## src/rtl/stream_mux.sv

```systemverilog
// stream_mux: registered N-channel, W-bit stream multiplexer with
// valid/ready handshakes on every input and on the single output.
//
// A channel is picked either by an explicit select (mode = 0) or by a
// round-robin scan starting at an internal pointer (mode = 1). The winning
// word is captured into one output register. That register can drain and
// reload in the same cycle, so the block sustains one word per cycle.
//
// Ports:
//   clk        rising-edge clock
//   rst        synchronous, active-high reset
//   in_data    CHANNELS*WIDTH, channel i in bits [i*WIDTH +: WIDTH]
//   in_valid   per-channel valid
//   in_ready   per-channel ready, combinational, at most one bit high
//   mode       0 = fixed select, 1 = round-robin
//   sel        channel index used in fixed-select mode
//   out_data   registered output word
//   out_chan   channel index that produced out_data
//   out_valid  output register holds a word
//   out_ready  consumer accepts out_data this cycle
module stream_mux #(
   parameter int WIDTH    = 16,
   parameter int CHANNELS = 4,
   parameter int SELW     = 2
) (
   input  logic                      clk,
   input  logic                      rst,
   input  logic [CHANNELS*WIDTH-1:0] in_data,
   input  logic [CHANNELS-1:0]       in_valid,
   output logic [CHANNELS-1:0]       in_ready,
   input  logic                      mode,
   input  logic [SELW-1:0]           sel,
   output logic [WIDTH-1:0]          out_data,
   output logic [SELW-1:0]           out_chan,
   output logic                      out_valid,
   input  logic                      out_ready
);

   logic [WIDTH-1:0] out_data_q, out_data_d;
   logic [SELW-1:0]  out_chan_q, out_chan_d;
   logic             out_valid_q, out_valid_d;
   logic [SELW-1:0]  ptr_q, ptr_d;

   logic             accept;
   logic             gvalid;
   logic             xfer;
   logic [SELW-1:0]  grant;
   logic [WIDTH-1:0] grant_data;

   // The register can take a new word when it is empty or is being drained.
   assign accept = !out_valid_q || out_ready;

   // Grant selection. In fixed mode an out-of-range sel matches no channel,
   // so gvalid stays low and that channel can never be granted.
   // In round-robin mode the scan runs from the farthest offset down to
   // offset 0. The last match written therefore belongs to the channel
   // closest to ptr.
   always_comb begin
      grant  = '0;
      gvalid = 1'b0;
      if (!mode) begin
         grant = sel;
         for (int i = 0; i < CHANNELS; i++) begin
            if (sel == SELW'(i)) gvalid = in_valid[i];
         end
      end else begin
         gvalid = |in_valid;
         for (int k = CHANNELS - 1; k >= 0; k--) begin
            for (int i = 0; i < CHANNELS; i++) begin
               if (((int'(ptr_q) + k) % CHANNELS) == i && in_valid[i])
                  grant = SELW'(i);
            end
         end
      end
   end

   // rst gates the handshake so that nothing is accepted during reset.
   assign xfer = accept && gvalid && !rst;

   generate
      for (genvar g = 0; g < CHANNELS; g++) begin : g_rdy
         assign in_ready[g] = xfer && (grant == SELW'(g));
      end
   endgenerate

   always_comb begin
      grant_data = '0;
      for (int i = 0; i < CHANNELS; i++) begin
         if (grant == SELW'(i)) grant_data = in_data[i*WIDTH +: WIDTH];
      end
   end

   always_comb begin
      out_data_d  = out_data_q;
      out_chan_d  = out_chan_q;
      out_valid_d = out_valid_q;
      ptr_d       = ptr_q;
      if (xfer) begin
         // Covers a load into an empty register and a same-cycle drain+reload.
         out_data_d  = grant_data;
         out_chan_d  = grant;
         out_valid_d = 1'b1;
         ptr_d       = (grant == SELW'(CHANNELS - 1)) ? '0 : grant + SELW'(1);
      end else if (out_valid_q && out_ready) begin
         // Drain with nothing to refill: data and chan keep their last values.
         out_valid_d = 1'b0;
      end
   end

   always_ff @(posedge clk) begin
      if (rst) begin
         out_data_q  <= '0;
         out_chan_q  <= '0;
         out_valid_q <= 1'b0;
         ptr_q       <= '0;
      end else begin
         out_data_q  <= out_data_d;
         out_chan_q  <= out_chan_d;
         out_valid_q <= out_valid_d;
         ptr_q       <= ptr_d;
      end
   end

   assign out_data  = out_data_q;
   assign out_chan  = out_chan_q;
   assign out_valid = out_valid_q;

endmodule

```

## config.mk

```make
export PLATFORM = sky130hd
export DESIGN_NAME = stream_mux
export DESIGN_NICKNAME = d
export VERILOG_FILES = /design/src/rtl/stream_mux.sv
export SDC_FILE = /design/constraint.sdc
export NUM_CORES = 1
export LEC_CHECK = 0
export CELL_PAD_IN_SITES_DETAIL_PLACEMENT = 0
export CELL_PAD_IN_SITES_GLOBAL_PLACEMENT = 1
export CORE_ASPECT_RATIO = 0.9
export CORE_MARGIN = 2
export CORE_UTILIZATION = 24
export DETAILED_ROUTE_END_ITERATION = 8
export PLACE_DENSITY = 0.81
export SLEW_MARGIN = 0
export SYNTH_ARGS = -nofsm -noshare
export SYNTH_HDL_FRONTEND = slang
export SYNTH_SLANG_ARGS = --single-unit
```

## constraint.sdc

```tcl
create_clock -name clk -period 2.4 [get_ports clk]
set_input_delay 0.48 -clock clk [delete_from_list [all_inputs] [get_ports clk]]
set_output_delay 0.48 -clock clk [all_outputs]
set_load 0.01 [all_outputs]
```

# --- Yosys cells after proc, flatten, opt, wreduce, memory -nomap -nowiden ---
# Cells that the tools add are included.
word_totals:
  reg_bits: 21
  input_bits: 74
  output_inout_bits: 23
  ram_bits: 0
  memories: 0
  rom_bits: 0
  elab_cells: 92
  latchBits: 0
classes:
  bitwise_logic: 3
  n_reduce_logical: 35
  n_lt_le_gt_ge: 0
  muxes: 28
  shifts: 0
  mul: 0
  addsub: 4
  n_eq_ne: 18
  div_mod_pow: 0
op_table:
  columns: ["op", "count"]
  rows:
  - ["$logic_not A32 Y1", 3]
  - ["$mux W16", 4]
  - ["$mux W2", 16]
  - ["$logic_and A1 B1 Y1", 22]
  - ["$eq A3 B3 Y1 const B", 6]
  - ["$eq A2 B2 Y1 const B", 6]
  - ["$eq A3 B2 Y1 const B", 3]
  - ["$mux W1", 8]
  - ["$eq A2 B1 Y1 const B", 3]
  - ["$reduce_or A2 Y1", 3]
  - ["$add A2 B1 Y2 const B", 2]
  - ["$add A2 B2 Y2 const B", 2]
  - ["$logic_not A2 Y1", 2]
  - ["$reduce_or A4 Y1", 1]
  - ["$and A1 B1 Y1 const A", 3]
  - ["$logic_not A1 Y1", 2]
  - ["$reduce_bool A2 Y1", 1]
  - ["$logic_or A1 B1 Y1", 1]

# --- Longest topological paths before layout ---
depth:
  word_depth: 26
  ltp_mapped: 11
  depth_no_buf: 9

# --- Worst setup path before layout ---
# Ideal clock, no wire load.
synth_path:
  path_type: "input port to output port"
  start: "input port in_valid[2]"
  end: "output port in_ready[3]"
  stages: 7
  t_required_ns: 1.920
  n_path_buf: 2
  arrival_ns: 2.149
  slack_ns: -0.229
  cell_sequence: "or3b_1 -> o311a_1 -> o221ai_2 -> ha_1 -> buf_1 -> clkbuf_1 -> nor3b_1"
synth_between:
  elab_chain_len: 18
  word_cells_on_any_way: 27
  classes_between: "eq/ne: 1; mux: 18; reduce/logical: 8"
synth_lines:
  columns: ["element", "line", "text"]
  rows:
  - ["from (decl)", "29", "input logic [CHANNELS-1:0] in_valid,"]
  - ["$logic_and A1 B1 Y1", "70", "if (((int'(ptr_q) + k) % CHANNELS) == i && in_valid[i])"]
  - ["$mux W2 (12 in series)", "70", null]
  - ["$mux W2 * (2 in series)", "70", null]
  - ["$mux W2 *", "61", "if (!mode) begin"]
  - ["net grant[0]", "47", "logic [SELW-1:0] grant;"]
  - ["$eq A2 B2 Y1 *", "82", "assign in_ready[g] = xfer && (grant == SELW'(g));"]
  - ["$logic_and A1 B1 Y1 *", "82", null]
  - ["to (decl)", "30", "output logic [CHANNELS-1:0] in_ready,"]
# The timed path passes the listed nets; every way through them passes the cells marked *.

# --- Final worst setup path ---
layout_path:
  start: "register ptr_q[0]"
  end: "output port in_ready[3]"
layout_between:
  elab_chain_len: 23
  word_cells_on_any_way: 57
  classes_between: "add/sub: 3; eq/ne: 13; mux: 16; bitwise: 3; reduce/logical: 22"
layout_lines:
  columns: ["element", "line", "text"]
  rows:
  - ["from (decl)", "42", "logic [SELW-1:0] ptr_q, ptr_d;"]
  - ["from (signal assigned)", "120", "ptr_q <= ptr_d;"]
  - ["$add A2 B2 Y2", "70", null]
  - ["$reduce_or A2 Y1 (no line)", null, null]
  - ["$and A1 B1 Y1 (no line)", null, null]
  - ["$eq A3 B2 Y1", "70", null]
  - ["$logic_and A1 B1 Y1", "70", null]
  - ["$mux W1", "70", null]
  - ["$mux W2 (13 in series)", "70", null]
  - ["$mux W2 *", "70", null]
  - ["$mux W2 *", "61", null]
  - ["net grant[0]", "47", null]
  - ["$eq A2 B2 Y1 *", "82", null]
  - ["$logic_and A1 B1 Y1 *", "82", null]
# Marks and branches as above.

==> impl_metrics.xml <==
<?xml version="1.0" encoding="UTF-8"?>
<metrics>
  <group name="outcome">
    <metric name="outcome" unit="">complete, but fails checks</metric>
    <metric name="failed_checks" unit="">negative setup slack</metric>
  </group>
  <group name="timing">
    <metric name="finalCritPeriodShare" unit="%">103.9</metric>
    <metric name="setup_viol" unit="">4</metric>
    <metric name="final_hold_violations" unit="">0</metric>
    <metric name="timing.clock.skew" unit="ns">0.005090</metric>
    <metric name="final-max-slew-violation-count" unit="">0</metric>
    <metric name="timing.hold.ws" unit="ns">0.5087</metric>
    <metric name="rsz0062_at_grt" unit="">true</metric>
    <metric name="max_clock_freq" unit="MHz">400.9</metric>
    <metric name="worst_slew_pin_slew" unit="ns">0.5800</metric>
    <metric name="setup_total_negative_slack" unit="ns">-0.3486</metric>
    <metric name="timing.max_slew.rel_slack" unit="%">61.24</metric>
    <metric name="final_worst_slack" unit="ns">-0.09418</metric>
    <metric name="final_period_minus_worst_setup_slack" unit="ns">2.494</metric>
  </group>
  <group name="power_and_ir_drop">
    <metric name="peak_supply_drop" unit="mV">0.2409</metric>
    <metric name="internal_power" unit="uW">910.9</metric>
    <metric name="power.share.combinational" unit="%">52.2</metric>
    <metric name="power_frac_clock" unit="%">16.8</metric>
    <metric name="total_power" unit="uW">1413</metric>
    <metric name="power.density_cell_area" unit="nW/um2">472.4</metric>
    <metric name="cellLeakagePower" unit="uW">0.001164</metric>
    <metric name="power.net_switching" unit="uW">502.5</metric>
    <metric name="netSwitchingFraction" unit="%">35.55</metric>
    <metric name="share_seq_of_total_power" unit="%">31.0</metric>
  </group>
  <group name="yosys">
    <metric name="yosys_warnings" unit="">0</metric>
    <metric name="syn-num-nets" unit="">299</metric>
    <metric name="synth_top_cell_by_area" unit="">dfxtp_1</metric>
    <metric name="sequential_area_share_after_synthesis" unit="%">24.56</metric>
    <metric name="post-synth-top-area-fraction" unit="%">24.56</metric>
    <metric name="ys_async_sr_fraction" unit="%">0</metric>
    <metric name="synthTopCellsByArea" unit="">dfxtp_1 (25%), a21oi_1 (9.9%), a21oi_2 (9.2%), a211oi_2 (8.0%), a22oi_1 (7.0%)</metric>
    <metric name="netlist_instances" unit="">221</metric>
    <metric name="synth.avg_cell_area" unit="um2">7.745</metric>
    <metric name="yosys.cell_types.count" unit="">36</metric>
    <metric name="synth_area" unit="um2">1712</metric>
    <metric name="post_synth_edffs" unit="">0</metric>
    <metric name="ys_seq_elements" unit="">21</metric>
    <metric name="dominantRegCellSynth" unit="">dfxtp_1</metric>
  </group>
  <group name="detailed_routing">
    <metric name="dr.pass1.iters" unit="">4</metric>
    <metric name="vias" unit="">1996</metric>
    <metric name="wl" unit="um">5920</metric>
    <metric name="routedWlPerCell" unit="um">14.13</metric>
    <metric name="remaining_drc_errors" unit="">0</metric>
    <metric name="drtAntennaViolNets" unit="">0</metric>
    <metric name="avgViaCountPerCell" unit="">4.764</metric>
    <metric name="number_of_drc_markers_after_the_initial_detailed_route_iteration" unit="">86</metric>
  </group>
  <group name="floorplan">
    <metric name="die_x" unit="um">93.02</metric>
    <metric name="placeable_core_region" unit="um2">6967</metric>
    <metric name="placement_rows" unit="">29</metric>
    <metric name="die-height" unit="um">84.12</metric>
    <metric name="num_io_pins" unit="">97</metric>
    <metric name="die_area" unit="um2">7824</metric>
    <metric name="initial_utilization" unit="%">24.57</metric>
  </group>
  <group name="clocking">
    <metric name="insertion_delay" unit="ns">0.26</metric>
    <metric name="clock_buffers_created_by_tritoncts" unit="">3</metric>
    <metric name="tritoncts" unit="">built</metric>
    <metric name="clock_sinks" unit="">21</metric>
    <metric name="h-tree-depth" unit="">1</metric>
    <metric name="clk_pin_slew" unit="ns">0.08</metric>
    <metric name="clock_tree.buffer_depth" unit="">2</metric>
    <metric name="hold_buffers" unit="">0</metric>
    <metric name="cts_root_buffer" unit="">clkbuf_8</metric>
  </group>
  <group name="run">
    <metric name="cap_violations" unit="">0</metric>
  </group>
  <group name="layout">
    <metric name="antennaDiodeCount" unit="">0</metric>
    <metric name="num-nets-final" unit="">405</metric>
    <metric name="finalNonFillerCells" unit="">419</metric>
    <metric name="syn2layout_area_growth" unit="%">74.78</metric>
    <metric name="final_common_cell" unit="">clkdlybuf4s50_1</metric>
    <metric name="final_cell_mix" unit="">clkdlybuf4s50_1 (87), a21oi_1 (34), dfxtp_1 (20), buf_4 (20), inv_1 (19)</metric>
    <metric name="n_fill_cell" unit="">699</metric>
    <metric name="final_layout_size_suffix_gt1_share" unit="%">26.69</metric>
  </group>
  <group name="global_routing">
    <metric name="gr-usage-all-layers" unit="%">15.30</metric>
    <metric name="grt_antenna_before_repair" unit="">0</metric>
    <metric name="grt_overflow" unit="">0</metric>
    <metric name="vias_in_the_first_global_route" unit="">2099</metric>
    <metric name="grt_first_pass_wirelength" unit="um">9818</metric>
    <metric name="grt_max_degree" unit="">33</metric>
  </group>
  <group name="critical_path">
    <metric name="critPathBufInv" unit="">3</metric>
    <metric name="start_kind" unit="">flop</metric>
    <metric name="most_numerous_cell_on_the_critical_path" unit="">buf_6</metric>
    <metric name="critPathRequiredTime" unit="ns">1.92</metric>
    <metric name="critPathArrivalTime" unit="ns">2.01</metric>
    <metric name="slowest_cp_cell" unit="">dfxtp_4</metric>
    <metric name="timing.critical_path.max_delay_family" unit="">simple AND/OR/NAND/NOR gates</metric>
    <metric name="crit_path_max_incr_delay" unit="ns">0.37</metric>
    <metric name="crit_chain" unit="">or3b_1, o311a_1, o221ai_4, buf_6, buf_6, ha_4, nor3b_4, buf_2</metric>
    <metric name="critical_path.endpoint_type" unit="">output port</metric>
    <metric name="critPathKind" unit="">reg2out</metric>
    <metric name="crit_path_max_fanout" unit="">6</metric>
  </group>
  <group name="min_path">
    <metric name="hold_class" unit="">reg2reg</metric>
  </group>
  <group name="placement">
    <metric name="gp_routability_congestion" unit="">0.8047</metric>
    <metric name="quantity_of_i_o_buffers_inserted_on_ports" unit="">96</metric>
    <metric name="numPlacedInstances" unit="">410</metric>
    <metric name="detailed_place_hpwl" unit="um">4272</metric>
  </group>
</metrics>
==> synthesized netlist by cell type (2+ instances only) <==
| library cell | number |
|---|---|
| a211oi_1 | 8 |
| mux2i_1 | 2 |
| a211oi_2 | 11 |
| nor2b_1 | 5 |
| o21ai_0 | 18 |
| a21oi_2 | 18 |
| dfxtp_1 | 21 |
| a21oi_1 | 34 |
| nand2_1 | 18 |
| nor3b_1 | 5 |
| clkbuf_1 | 14 |
| nand2b_1 | 2 |
| inv_1 | 19 |
| nand2_2 | 2 |
| buf_2 | 2 |
| a22oi_1 | 16 |
| buf_6 | 3 |
| ha_1 | 4 |
| nor2_1 | 2 |
==> path summary, 6_finish.rpt <==
kind,slack [ns],startpoint,to,cells past startpoint
setup / recovery,-0.09,ptr_q[0]$_SDFFE_PP0P_,in_ready[3],8
hold / removal,0.51,out_data[3]$_SDFFE_PP0P_,out_data[3]$_SDFFE_PP0P_,2
setup reg to reg,0.08,ptr_q[0]$_SDFFE_PP0P_,out_data[15]$_SDFFE_PP0P_,11
hold reg to reg,0.51,out_data[3]$_SDFFE_PP0P_,out_data[3]$_SDFFE_PP0P_,2
==> cell type report <==
type	count	area, um2	share of cell area (%)
Inverter	20	75.07	2.509
Tap cell	93	116.4	3.890
Multi-Input combinational cell	159	1185	39.61
Clock inverter	1	5.005	0.1673
Sequential cell	21	424.2	14.18
Timing Repair Buffer	122	1145	38.27
Clock buffer	3	41.29	1.380
==> power groups by stage <==
stage / Combinational, uW / Clock (uW) / Sequential (uW)
3_3_place_gp: 699 / 0 / 444
2_1_floorplan: 367 / 0 / 462
6_report: 738 / 237 / 438
4_1_cts: 732 / 246 / 439
3_5_place_dp: 708 / 0 / 444
5_1_grt: 815 / 262 / 445
==> state kept, by name, summed over array words and instances, names as in the netlist <==
| name | cells |
|---|---|
| out_data | 16 |
| out_chan | 2 |
| ptr_q | 2 |
| out_valid | 1 |
==> through the flow <==
| step | utilization [%] | setup WS [ns] | instance area [um2] |
|---|---|---|---|
| finish | 42.94 | -0.09418 | 2992 |
| global route | 42.94 | -0.1619 | 2992 |
| CTS | 42.53 | -0.1061 | 2963 |
| detailed placement | 41.20 | -0.7956 | 2870 |
| global placement | 41.20 | -0.7553 | 2870 |
| floorplan | - | -0.01526 | 1748 |
==> tightest hold or removal path, cell delays in order, from the launching register on <==
cell and delay [ns]:
dfxtp_1 0.32, a21oi_2 0.10, a211oi_1 0.05
==> kinds of logic (layout without fill, tap and decap cells) <==
group / after synthesis / in the layout / synth area share (%)
compound gates: 113 / 113 / 47.81
flops: 21 / 21 / 24.56
buf+inv: 41 / 146 / 10.67
fa+ha+maj: 4 / 4 / 2.924
mux: 2 / 2 / 1.170
simple gates: 40 / 40 / 12.87
==> per-layer routing <==
layer | vias up | global-route usage, % | part of all wire [%]
li1 | 1007 | - | -
met3 | 8 | 4.426 | 6.7
met2 | 57 | 27.54 | 49
met1 | 924 | 18.15 | 43
met5 | - | 0 | 0
met4 | 0 | 2.807 | 1.4
==> timing repair <==
item / CTS / global route
gates cloned: 0 / 0
resized for setup: 38 / 6
setup endpoints to repair: 20 / 20
buffers inserted: 4 / 2
pin swaps: 4 / 4
No activity file was read; power rests on OpenSTA's default activity.
